<file path="config.mk">
export PLATFORM = sky130hd
export DESIGN_NAME = out_drain
export DESIGN_NICKNAME = d
export VERILOG_FILES = /design/src/rtl/out_drain_pkg.sv /design/src/rtl/out_drain_addr_gen.sv /design/src/rtl/out_drain.sv
export SDC_FILE = /design/constraint.sdc
export NUM_CORES = 1
export LEC_CHECK = 0
export CELL_PAD_IN_SITES_DETAIL_PLACEMENT = 0
export CELL_PAD_IN_SITES_GLOBAL_PLACEMENT = 1
export CORE_MARGIN = 2
export CORE_UTILIZATION = 40
export DETAILED_ROUTE_END_ITERATION = 10
export GPL_TIMING_DRIVEN = 0
export PLACE_DENSITY = 0.9
export SLEW_MARGIN = 20
export SYNTH_ARGS = -nofsm -noshare
export SYNTH_HDL_FRONTEND = slang
export SYNTH_HIERARCHICAL = 1
export SYNTH_SLANG_ARGS = --single-unit
</file>
<file path="constraint.sdc">
create_clock -name CLK -period 2.6 [get_ports CLK]
set_input_delay 0.26 -clock CLK [delete_from_list [all_inputs] [get_ports CLK]]
set_output_delay 0.26 -clock CLK [all_outputs]
set_load 0.02 [all_outputs]
</file>
<file path="src/rtl/out_drain_pkg.sv">
// out_drain_pkg: FSM states, geometry constants, MNT field slices and the
// dimension clamp shared by out_drain and its address generator.
package out_drain_pkg;
  typedef enum logic [2:0] {IDLE, READ, WAIT, EMIT, DONE_ST} state_e;
  localparam int LANES = 4;
  localparam int ROW_STRIDE = 8;
  localparam int MAX_DIM = 8;
  localparam int M_HI = 11;
  localparam int M_LO = 8;
  localparam int N_HI = 7;
  localparam int N_LO = 4;
  localparam int T_HI = 3;
  localparam int T_LO = 0;
  function automatic logic [3:0] clamp_dim(input logic [3:0] f);
    return (f > 4'(MAX_DIM)) ? 4'(MAX_DIM) : f;
  endfunction
endpackage

</file>
<file path="src/rtl/out_drain_addr_gen.sv">
// out_drain_addr_gen: row/column-block/lane counters, OUT_MEM address,
// lane limit of the current word and last-element flags.
module out_drain_addr_gen
  import out_drain_pkg::*;
#(
  parameter int AW = 4
) (
  input  logic          clk,
  input  logic          rst,
  input  logic          load,
  input  logic          adv,
  input  logic [3:0]    m,
  input  logic [3:0]    t,
  output logic [AW-1:0] addr,
  output logic [2:0]    row,
  output logic [2:0]    col,
  output logic [1:0]    lane,
  output logic [1:0]    lane_max,
  output logic          last_lane,
  output logic          last_word
);
  logic [3:0] m_q, t_q, rem, t_m1;
  logic [2:0] r_q;
  logic [1:0] lane_q;
  logic       cb_q, cb_last;
  // Lanes left in this column block; a full block ends at lane 3.
  assign rem = m_q - {1'b0, cb_q, 2'b00};
  assign lane_max = (rem > 4'd3) ? 2'd3 : 2'(rem - 4'd1);
  assign last_lane = lane_q == lane_max;
  assign cb_last = cb_q || m_q <= 4'(LANES);
  assign t_m1 = t_q - 4'd1;
  assign last_word = ({1'b0, r_q} == t_m1) && cb_last;
  assign addr = AW'(32'(cb_q) * ROW_STRIDE + 32'(r_q));
  assign row = r_q;
  assign col = {cb_q, lane_q};
  assign lane = lane_q;
  always_ff @(posedge clk or posedge rst)
    if (rst) begin
      m_q <= '0;
      t_q <= '0;
      r_q <= '0;
      cb_q <= 1'b0;
      lane_q <= '0;
    end else if (load) begin
      m_q <= clamp_dim(m);
      t_q <= clamp_dim(t);
      r_q <= '0;
      cb_q <= 1'b0;
      lane_q <= '0;
    end else if (adv) begin
      lane_q <= last_lane ? 2'd0 : lane_q + 2'd1;
      cb_q <= last_lane ? !cb_last : cb_q;
      r_q <= (last_lane && cb_last) ? r_q + 3'd1 : r_q;
    end
endmodule

</file>
<file path="src/rtl/out_drain.sv">
// out_drain: reads the T x M result back from OUT_MEM and streams it row-major,
// one element per valid/ready beat. OUT_DRAIN_PAD_CHECK_EN adds a sticky ERR output.
module out_drain
  import out_drain_pkg::*;
#(
  parameter int DW = 16,
  parameter int AW = 4,
  parameter int RD_LAT = 1
) (
  input  logic          CLK,
  input  logic          RST,
  input  logic          START,
  input  logic [11:0]   MNT,
  output logic          EN_O,
  output logic          RW_O,
  output logic [AW-1:0] ADDR_O,
  input  logic [4*DW-1:0] RDATA_O,
  output logic          OUT_VALID,
  input  logic          OUT_READY,
  output logic [DW-1:0] OUT_DATA,
  output logic [2:0]    OUT_ROW,
  output logic [2:0]    OUT_COL,
  output logic          OUT_LAST,
  output logic          BUSY,
  output logic          DONE
`ifdef OUT_DRAIN_PAD_CHECK_EN
  ,
  output logic          ERR
`endif
);
  state_e state_q, state_d;
  logic [1:0] cnt_q, cnt_d, lane, lane_max;
  logic [3:0][DW-1:0] wbuf_q;
  logic [AW-1:0] addr_q, gen_addr;
  logic last_lane, last_word, accept, empty, hs, latch, unused_n;
  assign unused_n = ^MNT[N_HI:N_LO];
  assign accept = START && state_q == IDLE;
  assign empty = MNT[M_HI:M_LO] == '0 || MNT[T_HI:T_LO] == '0;
  assign hs = OUT_VALID && OUT_READY;
  assign latch = state_q == WAIT && cnt_q == 2'(RD_LAT - 1);
  out_drain_addr_gen #(.AW(AW)) u_gen (
    .clk(CLK), .rst(RST), .load(accept), .adv(hs),
    .m(MNT[M_HI:M_LO]), .t(MNT[T_HI:T_LO]),
    .addr(gen_addr), .row(OUT_ROW), .col(OUT_COL), .lane(lane),
    .lane_max(lane_max), .last_lane(last_lane), .last_word(last_word)
  );
  always_comb begin
    state_d = state_q;
    cnt_d = '0;
    case (state_q)
      IDLE: if (START) state_d = empty ? DONE_ST : READ;
      READ: state_d = WAIT;
      WAIT: begin
        cnt_d = cnt_q + 2'd1;
        if (latch) state_d = EMIT;
      end
      EMIT: if (hs && last_lane) state_d = last_word ? DONE_ST : READ;
      default: state_d = IDLE;
    endcase
  end
  // The address is only driven fresh during READ; otherwise the last one is held.
  assign EN_O = state_q == READ;
  assign RW_O = 1'b0;
  assign ADDR_O = EN_O ? gen_addr : addr_q;
  assign OUT_VALID = state_q == EMIT;
  assign OUT_DATA = wbuf_q[~lane];
  assign OUT_LAST = OUT_VALID && last_lane && last_word;
  assign BUSY = state_q inside {READ, WAIT, EMIT};
  assign DONE = state_q == DONE_ST;
  always_ff @(posedge CLK or posedge RST)
    if (RST) begin
      state_q <= IDLE;
      cnt_q <= '0;
      addr_q <= '0;
      wbuf_q <= '0;
    end else begin
      state_q <= state_d;
      cnt_q <= cnt_d;
      addr_q <= ADDR_O;
      if (latch) wbuf_q <= RDATA_O;
    end
`ifdef OUT_DRAIN_PAD_CHECK_EN
  logic [3:0][DW-1:0] rd;
  logic err_q, pad_bad;
  assign rd = RDATA_O;
  always_comb begin
    pad_bad = 1'b0;
    for (int i = 0; i < LANES; i++) pad_bad = pad_bad || (2'(i) > lane_max && rd[3-i] != '0);
  end
  always_ff @(posedge CLK or posedge RST)
    if (RST) err_q <= 1'b0;
    else if (accept) err_q <= 1'b0;
    else if (latch && pad_bad) err_q <= 1'b1;
  assign ERR = err_q;
`else
  logic unused_pad;
  assign unused_pad = ^lane_max;
`endif
endmodule

</file>
==> results.toml <==
[clock_network]
ctsRootBufferMaster = "clkbuf_8"
cts.path.max_buffers = 2
h-tree-depth = 3
clock-sinks = 87
clock_latency_ns = 0.36
cts_tree = "yes"
cts_buffers = 9
path_clk_slew_ns = 0.09
ctsHoldBuffers = 0

[worst_setup_path]
cp_max_fo = 8
cp_top_family = "buffers and inverters"
critPathBufInv = 2
crit_type = "reg2out"
cpMaxStageDelayCell = "clkdlybuf4s50_1"
crit_path_end_kind = "primary output"
critPathRequiredTime_ns = 2.34
cp-start-kind = "flop"
path_cells = "buf_4 > nor3b_4 > mux2_2 > clkdlybuf4s50_1"
cpPeakStageDelay_ns = 0.55
cp.arrival_ns = 2.19

[logic_synthesis]
syn_area_mm2 = 0.00446
synth.distinct_cells = 48
syn_area_per_cell_um2 = 15.0
synth_ff_type = "dfrtp_1"
ys_ff_latch = 87
synth_edf_count = 0
seq_area_frac_synth = 0.488
syn_nets = 382
synth_cells = 298
async_flop_share = 1.00
yosysWarnings = 6

[cells_and_area]
layout_common_cells = "clkdlybuf4s50_1 (95), dfrtp_1 (86), mux2_4 (60), mux4_2 (16), inv_1 (11)"
syn2layout_area_growth_pct = 34.9
n_antenna_cell = 0
multi_input_comb_area_mm2 = 0.00200
nFillCells = 902
final_common_cell = "clkdlybuf4s50_1"
nNetsFinal = 499
ff_latch_area_mm2 = 0.00218
design_area_mm2 = 0.00602
drive_above_1_share = 0.324

[floorplanning]
row_count = 38
die_x_um = 110
initial_core_util = 0.412
die_y_um = 110
core_mm2 = 0.0108
ios = 112
die_area_mm2 = 0.0120

[routing]
wire_per_inst_um = 18.4
maxUsedRoutingLayer = "met4"
wl_met1_um = 4440
wl_met2_um = 4890
drt_iter0_markers = 122
num_vias = 2799
met3_wirelength_um = 841
wirelength_um = 10300
drc = 0
via_per_inst = 5.00
firstDrtPassIters = 6
ant_nets = 0

[place]
dp_hpwl_um = 7210
dpl_cell_area_mm2 = 0.00573
port_buffers = 106
place_congestion = 0.804

[power_and_ir_drop]
p_leak_nw = 2.67
power_density_mw_per_mm2 = 1330
irDropWorstVdd_uv = 735
p_total_w = 0.00802

[timing]
final_hold_viol_count = 0
final_max_slew_viol_count = 0
tns_ns = 0
tightest_slew_ns = 0.545
finalClockSkew_ns = 0.00969
rsz0062_at_grt = "no"
min_period_ns = 2.45
setup_violations = 0
fin_crit_sh = 0.942
fmax_mhz = 408
slew_headroom = 0.636

[global_route]
grt_pass1_wl_um = 16400
grt_pass1_vias = 3095
grt_max_degree = 57
gr-usage-all-layers = 0.183
antenna_found_initial = 0
grt-ovfl-total = 0

[run_status]
run_status = "complete, no violations"

[hold_path]
hold_class = "in2async"

[flow_run]
maxCapViolations = 0
[power breakdown]
| part | leakage [nW] | total, W | internal, W | switching [W] |
|---|---|---|---|---|
| clock | 0.126 | 0.00118 | 0.000654 | 0.000525 |
| combinational | 1.50 | 0.00440 | 0.00262 | 0.00178 |
| sequential | 1.05 | 0.00244 | 0.00202 | 0.000417 |
| total | 2.67 | 0.00802 | 0.00530 | 0.00272 |
[kinds of logic (layout without fill, tap and decap cells)]
kind of cell / after synthesis / after routing / synth area share
mux: 90 / 90 / 0.318
flops: 87 / 87 / 0.488
simple gates: 55 / 55 / 0.0766
buf+inv: 36 / 158 / 0.0642
compound gates: 20 / 20 / 0.0300
xor+xnor: 5 / 5 / 0.0115
fa+ha+maj: 4 / 4 / 0.0112
other cells: 1 / 1 / 0.000840
[cell type report]
class | count | share of cell area
clock inverters | 7 | 0.0212
repair buffers | 108 | 0.185
well taps | 140 | 0.0291
multi-input cells | 175 | 0.333
plain buffers | 22 | 0.0411
inverters | 12 | 0.00790
clock buffers | 9 | 0.0206
flip-flops and latches | 87 | 0.362
[final timing paths]
path | from | endpoint | slack [ns] | depth (start not counted)
worst max-delay path | state_q[2] | ADDR_O[2] | 0.15 | 4
worst min-delay path | RST | wbuf_q[31] | 0.23 | 2
worst min register to register | cnt_q[0] | cnt_q[0] | 0.46 | 1
worst max register to register | u_gen/m_q[0] | u_gen/row[0] | 0.31 | 8
min in group CLK | cnt_q[0] | cnt_q[0] | 0.46 | 1
max in group asynchronous | RST | wbuf_q[54] | 1.81 | 3
[registers in the layout, summed over array words and instances (netlist names), 2 cells and up]
signal,cells
u_gen/m_q,4
wbuf_q,64
state_q,3
u_gen/row,3
u_gen/t_q,4
addr_q,4
cnt_q,2
u_gen/lane,2
[per-stage QoR]
stage	worst slack, ns	util	hold slack (ns)	std cells
6_report	0.152	0.555	0.228	560
3_5_place_dp	-0.227	0.528	0.452	545
5_1_grt	0.0292	0.555	0.230	560
3_3_place_gp	-0.852	0.526	0.429	544
4_1_cts	0.00730	0.553	0.226	560
2_1_floorplan	0.487	-	0.149	298
[layer usage]
layer / track usage / vias up
met2: 0.300 / 96
met4: 0.0479 / 0
met5: 0 / -
met1: 0.234 / 1397
met3: 0.0593 / 8
li1: - / 1298
[Yosys cell counts (4+ instances only)]
cell type | number | area share
dfrtp_1 | 87 | 0.49
mux2_4 | 60 | 0.20
mux4_2 | 16 | 0.081
inv_1 | 12 | 0.010
buf_4 | 9 | 0.015
nand2_1 | 9 | 0.0076
nor2_1 | 9 | 0.0076
buf_12 | 7 | 0.031
mux2_2 | 7 | 0.018
a21oi_1 | 6 | 0.0067
mux2_1 | 6 | 0.015
clkbuf_1 | 5 | 0.0042
nor2b_1 | 5 | 0.0070
ha_1 | 4 | 0.011
nand3_1 | 4 | 0.0045
o22ai_1 | 4 | 0.0056
[timing repair]
item                                    CTS  global route
gates resized for setup                   7            15
endpoints found under the setup margin   17            20
setup buffers                             1             0
pin swaps                                 1             0
Note: power is estimated with default switching activity, not from simulation.
